==> config.mk <==
export PLATFORM = sky130hd
export DESIGN_NAME = width_pack_conv
export DESIGN_NICKNAME = d
export VERILOG_FILES = /design/src/rtl/width_pack_conv.sv
export SDC_FILE = /design/constraint.sdc
export NUM_CORES = 1
export LEC_CHECK = 0
export CORE_MARGIN = 5
export CORE_UTILIZATION = 49
export CTS_CLUSTER_DIAMETER = 200
export CTS_CLUSTER_SIZE = 24
export DETAILED_ROUTE_END_ITERATION = 7
export PLACE_DENSITY = 0.81
export SYNTH_ARGS = -nofsm -noshare
export SYNTH_HDL_FRONTEND = slang
export SYNTH_SLANG_ARGS = --single-unit
==> constraint.sdc <==
create_clock -name clk -period 1.9 [get_ports clk]
set_input_delay 0.57 -clock clk [delete_from_list [all_inputs] [get_ports clk]]
set_output_delay 0.57 -clock clk [all_outputs]
set_load 0.02 [all_outputs]
==> src/rtl/width_pack_conv.sv <==
// width_pack_conv: narrow-to-wide packer. Collects RATIO beats of IN_W bits into one
// IN_W*RATIO-bit word with valid/ready on both sides. in_last flushes a partial word.
// out_keep marks the lanes that hold real data.
// Optional build macro WIDTH_PACK_STAT_EN adds the stat_partial_cnt output, which counts
// partial words handed downstream.
module width_pack_conv #(
   parameter int unsigned IN_W      = 8,
   parameter int unsigned RATIO     = 2,
   parameter bit          MSB_FIRST = 1'b1
) (
   input  logic                  clk,
   input  logic                  rst,
   input  logic [IN_W-1:0]       in_data,
   input  logic                  in_vld,
   input  logic                  in_last,
   output logic                  in_rdy,
   output logic [IN_W*RATIO-1:0] out_data,
   output logic [RATIO-1:0]      out_keep,
   output logic                  out_last,
   output logic                  out_vld,
   input  logic                  out_rdy
`ifdef WIDTH_PACK_STAT_EN
   ,
   output logic [15:0]           stat_partial_cnt
`endif
);

   localparam int unsigned OUT_W = IN_W * RATIO;
   localparam int unsigned CNT_W = (RATIO > 1) ? $clog2(RATIO) : 1;

   logic [OUT_W-1:0] acc_q, acc_d, acc_beat;
   logic [RATIO-1:0] keep_q, keep_d, keep_beat;
   logic [CNT_W-1:0] cnt_q, cnt_d, lane;
   logic [OUT_W-1:0] out_data_q, out_data_d;
   logic [RATIO-1:0] out_keep_q, out_keep_d;
   logic             out_last_q, out_last_d;
   logic             out_vld_q, out_vld_d;
   logic             accept, complete, drain;

   // Handshake decode; in_rdy depends only on the output stage and out_rdy.
   always_comb begin
      in_rdy   = !out_vld_q || out_rdy;
      accept   = in_vld && in_rdy;
      complete = accept && ((cnt_q == CNT_W'(RATIO - 1)) || in_last);
      drain    = out_vld_q && out_rdy;
   end

   // Accumulator and keep as they would look with the incoming beat merged in.
   always_comb begin
      lane      = MSB_FIRST ? (CNT_W'(RATIO - 1) - cnt_q) : cnt_q;
      acc_beat  = acc_q;
      keep_beat = keep_q;
      for (int i = 0; i < int'(RATIO); i++) begin
         if (lane == CNT_W'(i)) begin
            acc_beat[i*IN_W +: IN_W] = in_data;
            keep_beat[i]             = 1'b1;
         end
      end
   end

   // Next-state: a completing beat loads the output stage and clears the accumulator;
   // a drain without a new word drops out_vld.
   always_comb begin
      acc_d      = acc_q;
      keep_d     = keep_q;
      cnt_d      = cnt_q;
      out_data_d = out_data_q;
      out_keep_d = out_keep_q;
      out_last_d = out_last_q;
      out_vld_d  = out_vld_q;
      if (complete) begin
         out_data_d = acc_beat;
         out_keep_d = keep_beat;
         out_last_d = in_last;
         out_vld_d  = 1'b1;
         acc_d      = '0;
         keep_d     = '0;
         cnt_d      = '0;
      end else begin
         if (accept) begin
            acc_d  = acc_beat;
            keep_d = keep_beat;
            cnt_d  = cnt_q + CNT_W'(1);
         end
         if (drain) begin
            out_vld_d = 1'b0;
         end
      end
   end

   // State registers with synchronous reset.
   always_ff @(posedge clk) begin
      if (rst) begin
         acc_q      <= '0;
         keep_q     <= '0;
         cnt_q      <= '0;
         out_data_q <= '0;
         out_keep_q <= '0;
         out_last_q <= 1'b0;
         out_vld_q  <= 1'b0;
      end else begin
         acc_q      <= acc_d;
         keep_q     <= keep_d;
         cnt_q      <= cnt_d;
         out_data_q <= out_data_d;
         out_keep_q <= out_keep_d;
         out_last_q <= out_last_d;
         out_vld_q  <= out_vld_d;
      end
   end

   // Drive outputs directly from the output stage registers.
   always_comb begin
      out_data = out_data_q;
      out_keep = out_keep_q;
      out_last = out_last_q;
      out_vld  = out_vld_q;
   end

`ifdef WIDTH_PACK_STAT_EN
   logic [15:0] stat_q, stat_d;

   // Count handed-off words that are missing at least one lane, saturating.
   always_comb begin
      stat_d = stat_q;
      if (drain && !(&out_keep_q) && (stat_q != 16'hFFFF)) begin
         stat_d = stat_q + 16'd1;
      end
   end

   // Statistics register.
   always_ff @(posedge clk) begin
      if (rst) begin
         stat_q <= '0;
      end else begin
         stat_q <= stat_d;
      end
   end

   // Expose the counter.
   always_comb begin
      stat_partial_cnt = stat_q;
   end
`endif

endmodule

==> impl_metrics.env, run 1 <==
export IMPL_cp_arrival_ns=2.07
export IMPL_status="finished, final reports clean"
export IMPL_gp_congestion=0.761
export IMPL_synth_top_area_share_pct=51.8
export IMPL_ant_nets=0
export IMPL_maxSlewViolCount=0
export IMPL_maxCapViolCount=0
export IMPL_synthTopCellsByCount="dfxtp_1, mux2i_1, o2bb2ai_1"
export IMPL_rows=20
export IMPL_post_cts_buffers=0
export IMPL_drive_above_1_share_pct=13.6
export IMPL_layout_nets=196
export IMPL_ctsLongestPathBuffers=2
export IMPL_intPower_mw=1.24
export IMPL_r2r_end="acc_q[6]$_SDFFE_PP0P_"
export IMPL_clkPwrFrac_pct=33.2
export IMPL_switching_share_pct=25.6
export IMPL_syn_inst=142
export IMPL_track_usage_pct=17.3
export IMPL_worstSetupStartpointType="input pin"
export IMPL_skew_ns=0.00630
export IMPL_routedWlPerCell_microns=15.6
export IMPL_cp_max_fo=26
export IMPL_fin_crit_sh_pct=93.3
export IMPL_min_to="out_data[3]$_SDFFE_PP0P_"
export IMPL_hold_path_cell_count=1
export IMPL_drt_wl_total_microns=3390
export IMPL_fin_total_pwr_mw=1.67
export IMPL_cts_hold_buf=0
export IMPL_critical_path_max_stage_delay_ns=0.58
export IMPL_power_frac_comb_pct=14.9
export IMPL_fp_dieH_microns=65.4
export IMPL_area_growth_pct=32.5
export IMPL_die_area_sq_mm=0.00428
export IMPL_reg2reg_depth=5
export IMPL_cts_sinks=39
export IMPL_via_per_inst=5.69
export IMPL_period_needed_ns=1.77
export IMPL_antenna_found_initial=0
export IMPL_min_path_type="flop to flop"
export IMPL_drt_pre_antenna_iters=4
export IMPL_regToRegSetupSlack_ns=0.33
export IMPL_seq_area_frac_synth_pct=51.8
export IMPL_cp_required_ns=2.20
export IMPL_rsz0062_at_grt="no"
export IMPL_ir_worst_vdd_mv=0.741
export IMPL_grt_pass1_wl_microns=5690
export IMPL_leakagePower_nw=0.957
export IMPL_die_w_microns=65.4
export IMPL_hold_start="out_data[3]$_SDFFE_PP0P_"
export IMPL_core_area_sq_mm=0.00300
export IMPL_grt_pass1_vias=1254
export IMPL_cpMaxStageDelayCell="a31oi_4"
export IMPL_routed_wl_met3_microns=169
export IMPL_power_density_mw_per_mm2=837
export IMPL_synth_edff_count=0
export IMPL_relSlewSlack_pct=56.5
export IMPL_drtIter0Drc=46
export IMPL_clk_pin_slew_ns=0.12
export IMPL_synth_area_leaders="dfxtp_1, mux2i_1, o2bb2ai_1"
export IMPL_setup_viol=0
export IMPL_numCtsBuffers=5
export IMPL_p_sw_uw=428
export IMPL_overflow=0
export IMPL_cts_root_buffer="clkbuf_4"
export IMPL_criticalPathCategory="input pin to flop"
export IMPL_synth_seq_cells=39
export IMPL_critical_path_buf_inv_count=1
export IMPL_r2r_start="out_vld$_SDFFE_PP0P_"
export IMPL_cts_tree="built"
export IMPL_synthesis_area_sq_mm=0.00151
export IMPL_ys_types=28
export IMPL_async_reset_ff_share_pct=0
export IMPL_grt_max_degree=27
export IMPL_detailedPlace_worstSlack_ns=-0.536
export IMPL_fmax_mhz=564
export IMPL_ys_flop_type="dfxtp_1"
export IMPL_p_seq_share_pct=51.9
export IMPL_num_vias=1235
export IMPL_end_kind="flop"
export IMPL_port_buffers=33
export IMPL_initial_core_util_pct=50.2
export IMPL_wl_met1_microns=1520
export IMPL_yosysTopAreaCell="dfxtp_1"
export IMPL_ys_warn_count=0
export IMPL_worst_slew_pin_transition_ns=0.653
export IMPL_path_cells="clkdlybuf4s50_1, or2_1, a31oi_4, and2_1"
export IMPL_ioPinCount=34
export IMPL_drc_errors=0
export IMPL_syn_area_per_cell_sq_um=10.6
export IMPL_wl_met2_microns=1670
export IMPL_top_layer="met4"
export IMPL_dpl_hpwl_microns=2320
export IMPL_postLayoutSetupSlackWorst_ns=0.128
export IMPL_htreeDepth=2
export IMPL_yosysMostFrequentCell="dfxtp_1"
export IMPL_hold_violations=0
export IMPL_diodes=0
export IMPL_clkLatencyLatePin_ns=0.35
export IMPL_syn_nets=155
export IMPL_cp_top_family="compound AO/OA/AOI/OAI gates"
[how the worst max path moves through the flow]
stage | slack, ns | start | to | depth (start not counted)
finish | 0.13 | in_last | acc_q[6]$_SDFFE_PP0P_ | 4
global route | 0.02 | in_last | acc_q[6]$_SDFFE_PP0P_ | 4
CTS | 0.0005 | out_data[1]$_SDFFE_PP0P_ | out_data[1] | 1
detailed placement | -0.54 | out_rdy | in_rdy | 4
global placement | -0.54 | out_rdy | in_rdy | 4
floorplan | 0.18 | out_rdy | in_rdy | 3
[layout make-up]
cell class	instances	area, sq um
well taps	33	41.3
inverters	2	7.51
flip-flops and latches	39	781
multi-input cells	90	644
clock buffers	5	37.5
clock inverters	3	43.8
fillers	249	1010
repair buffers	45	440
[flip-flops by register name, indices dropped and copies added, names as in the netlist]
name      cells
out_vld       1
out_keep      2
out_last      1
keep_q        2
cnt_q         1
acc_q        16
out_data     16
[power by group through the flow]
stage | Sequential, mW | Combinational [mW] | Clock, mW
final | 0.867 | 0.249 | 0.554
after global routing | 0.872 | 0.268 | 0.608
after CTS | 0.868 | 0.252 | 0.566
after detailed placement | 0.886 | 0.256 | 0
after global placement | 0.885 | 0.250 | 0
after floorplan | 0.909 | 0.127 | 0
[cells by family (layout without fill, tap and decap cells)]
family          count (synthesis)  after routing  synth area share, %
flops                          39             39                 51.8
buf+inv                        13             55                 5.40
compound gates                 45             45                 21.2
simple gates                   29             29                 11.0
mux                            16             16                 10.6
[per-layer routing]
metal | up-vias | global-route usage (%)
met3 | 4 | 5.98
li1 | 595 | -
met5 | - | 0
met1 | 596 | 20.1
met4 | 0 | 6.48
met2 | 40 | 29.3
[metrics by stage]
step	TNS, ns	utilization (%)	hold WS [ns]	cell area, sq um	instances
floorplan	0	-	0.429	1510	142
global placement	-9.84	63.1	0.441	1890	209
detailed placement	-10.98	63.1	0.449	1890	209
CTS	0	65.5	0.480	1970	217
global route	0	66.5	0.496	2000	217
finish	0	66.5	0.476	2000	217
[cell usage in the layout, fill, tap and decap left out, types with 2 or more instances in the layout]
cell type,count
nor3_1,2
nand3_1,9
dfxtp_1,39
clkdlybuf4s50_1,11
clkbuf_4,5
o21a_1,2
a31oi_1,2
o2bb2ai_1,16
buf_4,12
mux2i_1,16
dlymetal6s2s_1,12
a21oi_1,12
and2_1,8
o21ai_0,9
nor2_1,3
dlygate4sd2_1,9
nand2_1,2
[timing repair]
| item | CTS | global route |
|---|---|---|
| endpoints found under the hold margin | 0 | 0 |
| endpoints found under the setup margin | 27 | 12 |
| gates resized for setup | 15 | 12 |
Note: power is estimated with default switching activity, not from simulation.
==> run 2: changes to the inputs <==
Settings changed: CORE_UTILIZATION 49 to 51, CTS_BUF_LIST set to sky130_fd_sc_hd__clkbuf_4, PLACE_DENSITY 0.81 to 0.84.
==> run 2 against run 1 <==
Compared with the run above: design area is 1.0% lower; critical path type unchanged; critical endpoint is now acc_q[7]$_SDFFE_PP0P_; global-route usage down 0.45 points; flip-flop and latch count did not move.
==> impl_metrics.env, run 2 (synthesized netlist as in run 1, its figures left out) <==
export IMPL_cts_hold_buf=0
export IMPL_track_usage_pct=16.9
export IMPL_layout_cells_non_filler=213
export IMPL_die_w_microns=64.4
export IMPL_diodes=0
export IMPL_switching_share_pct=26.6
export IMPL_fin_total_pwr_mw=1.52
export IMPL_criticalPathCategory="input pin to flop"
export IMPL_hold_violations=0
export IMPL_ant_nets=0
export IMPL_die_area_sq_mm=0.00414
export IMPL_fmax_mhz=551
export IMPL_grt_pass1_wl_microns=5580
export IMPL_cts_root_buffer="clkbuf_4"
export IMPL_routedWlPerCell_microns=15.2
export IMPL_grt_use_met3_pct=7.18
export IMPL_path_cells="clkdlybuf4s50_1, or2_1, a31oi_4, and2_1"
export IMPL_globalRoute_busiestLayer="met2"
export IMPL_via_per_inst=5.80
export IMPL_leakagePower_nw=1.02
export IMPL_worstSetupStartpointType="input pin"
export IMPL_layout_nets=194
export IMPL_end_kind="flop"
export IMPL_num_vias=1235
export IMPL_cts_sinks=39
export IMPL_fp_dieH_microns=64.4
export IMPL_p_seq_share_pct=57.0
export IMPL_use_met2_pct=26.3
export IMPL_reg2reg_depth=5
export IMPL_maxCapViolCount=0
export IMPL_status="finished, final reports clean"
export IMPL_numCtsBuffers=5
export IMPL_ioPinCount=34
export IMPL_critical_path_max_stage_delay_ns=0.58
export IMPL_rows=19
export IMPL_power_density_mw_per_mm2=770
export IMPL_r2r_end="acc_q[7]$_SDFFE_PP0P_"
export IMPL_clkPwrFrac_pct=26.8
export IMPL_layout_common_cells="dfxtp_1, dlymetal6s2s_1, mux2i_1, o2bb2ai_1, a21oi_1"
export IMPL_initial_core_util_pct=53.7
export IMPL_drive_above_1_share_pct=11.5
export IMPL_skew_ns=0.0155
export IMPL_drc_errors=0
export IMPL_crit_path_start="in_last"
export IMPL_ir_worst_vdd_mv=0.644
export IMPL_grt_pass1_vias=1239
export IMPL_r2r_start="out_vld$_SDFFE_PP0P_"
export IMPL_relSlewSlack_pct=56.5
export IMPL_clk_pin_slew_ns=0.10
export IMPL_dp_cells=205
export IMPL_hold_path_cell_count=1
export IMPL_grt_max_degree=27
export IMPL_cts_tree="built"
export IMPL_area_growth_pct=31.1
export IMPL_regToRegSetupSlack_ns=0.31
export IMPL_intPower_mw=1.12
export IMPL_cp_required_ns=2.18
export IMPL_cp_arrival_ns=2.09
export IMPL_maxSlewViolCount=0
export IMPL_mostFrequentLayoutCell="dfxtp_1"
export IMPL_drt_wl_total_microns=3230
export IMPL_dpl_hpwl_microns=2220
export IMPL_min_path_type="flop to flop"
export IMPL_drtIter0Drc=48
export IMPL_met1_usage_pct=20.5
export IMPL_post_cts_buffers=0
export IMPL_clkLatencyLatePin_ns=0.34
export IMPL_worst_slew_pin_transition_ns=0.652
export IMPL_port_buffers=33
export IMPL_gp_congestion=0.874
export IMPL_cpMaxStageDelayCell="a31oi_4"
export IMPL_setup_viol=0
export IMPL_p_sw_uw=404
export IMPL_overflow=0
export IMPL_antenna_found_initial=0
export IMPL_drt_pre_antenna_iters=5
export IMPL_ctsLongestPathBuffers=2
export IMPL_power_frac_comb_pct=16.2
export IMPL_fin_crit_sh_pct=95.5
export IMPL_min_to="out_data[14]$_SDFFE_PP0P_"
export IMPL_htreeDepth=2
export IMPL_period_needed_ns=1.81
export IMPL_core_area_sq_mm=0.00281
export IMPL_cp_max_fo=26
export IMPL_hold_start="out_data[14]$_SDFFE_PP0P_"
run 2: changes by cell type in the layout (fill, tap and decap cells not counted), sizes merged:
cell,delta
dlygate4sd2,-7
bufinv,-1
dlymetal6s2s,+7
clkbuf,+1
buf,-2
run 2: through the flow:
stage	utilization (%)	setup slack, ns	cell area [sq um]	hold slack [ns]	setup TNS (ns)
3_3_place_gp	66.9	-0.536	1880	0.441	-9.83
5_1_grt	70.4	-0.00216	1980	0.484	-0.00216
3_5_place_dp	66.9	-0.542	1880	0.446	-10.61
6_report	70.4	0.0859	1980	0.469	0
4_1_cts	68.7	0.00541	1930	0.472	0
2_1_floorplan	-	0.178	1510	0.429	0
run 2: critical path, delay by kind of cell:
kind	cells	cell delay, ns
compound gates	1	0.58
buf+inv	1	0.42
simple gates	2	0.50
run 2: worst max path at each step:
stage	end	slack (ns)	cells past startpoint
after floorplan	in_rdy	0.18	3
after global placement	in_rdy	-0.54	4
after detailed placement	in_rdy	-0.54	4
after CTS	out_data[0]	0.005	1
after global routing	acc_q[6]$_SDFFE_PP0P_	-0.002	4
final	acc_q[7]$_SDFFE_PP0P_	0.09	4
run 2: repair_timing:
item	4_1_cts	5_1_grt
pin swaps	0	0
resized for setup	8	19
endpoints found under the hold margin	0	0
setup endpoints to repair	26	19
run 2: final cells by class:
| cell class | count | area, sq um |
|---|---|---|
| Timing Repair Buffer | 43 | 452 |
| Tap cell | 31 | 38.8 |
| Clock inverter | 2 | 7.51 |
| Multi-Input combinational cell | 90 | 644 |
| Sequential cell | 39 | 781 |
| Inverter | 2 | 7.51 |
| Fill cell | 205 | 830 |
| Clock buffer | 6 | 45.0 |
run 2: power groups by stage:
stage	clock (mW)	combinational [mW]	sequential, mW
final	0.407	0.247	0.867
after global routing	0.463	0.268	0.871
after CTS	0.413	0.251	0.868
after detailed placement	0	0.252	0.886
after global placement	0	0.246	0.884
after floorplan	0	0.127	0.909
run 2: layer usage:
layer  vias to the layer above  part of all wire, %
li1                        590                    -
met1                       587                   46
met2                        52                   45
met3                         6                  7.7
met4                         0                  1.2
met5                         -                    0
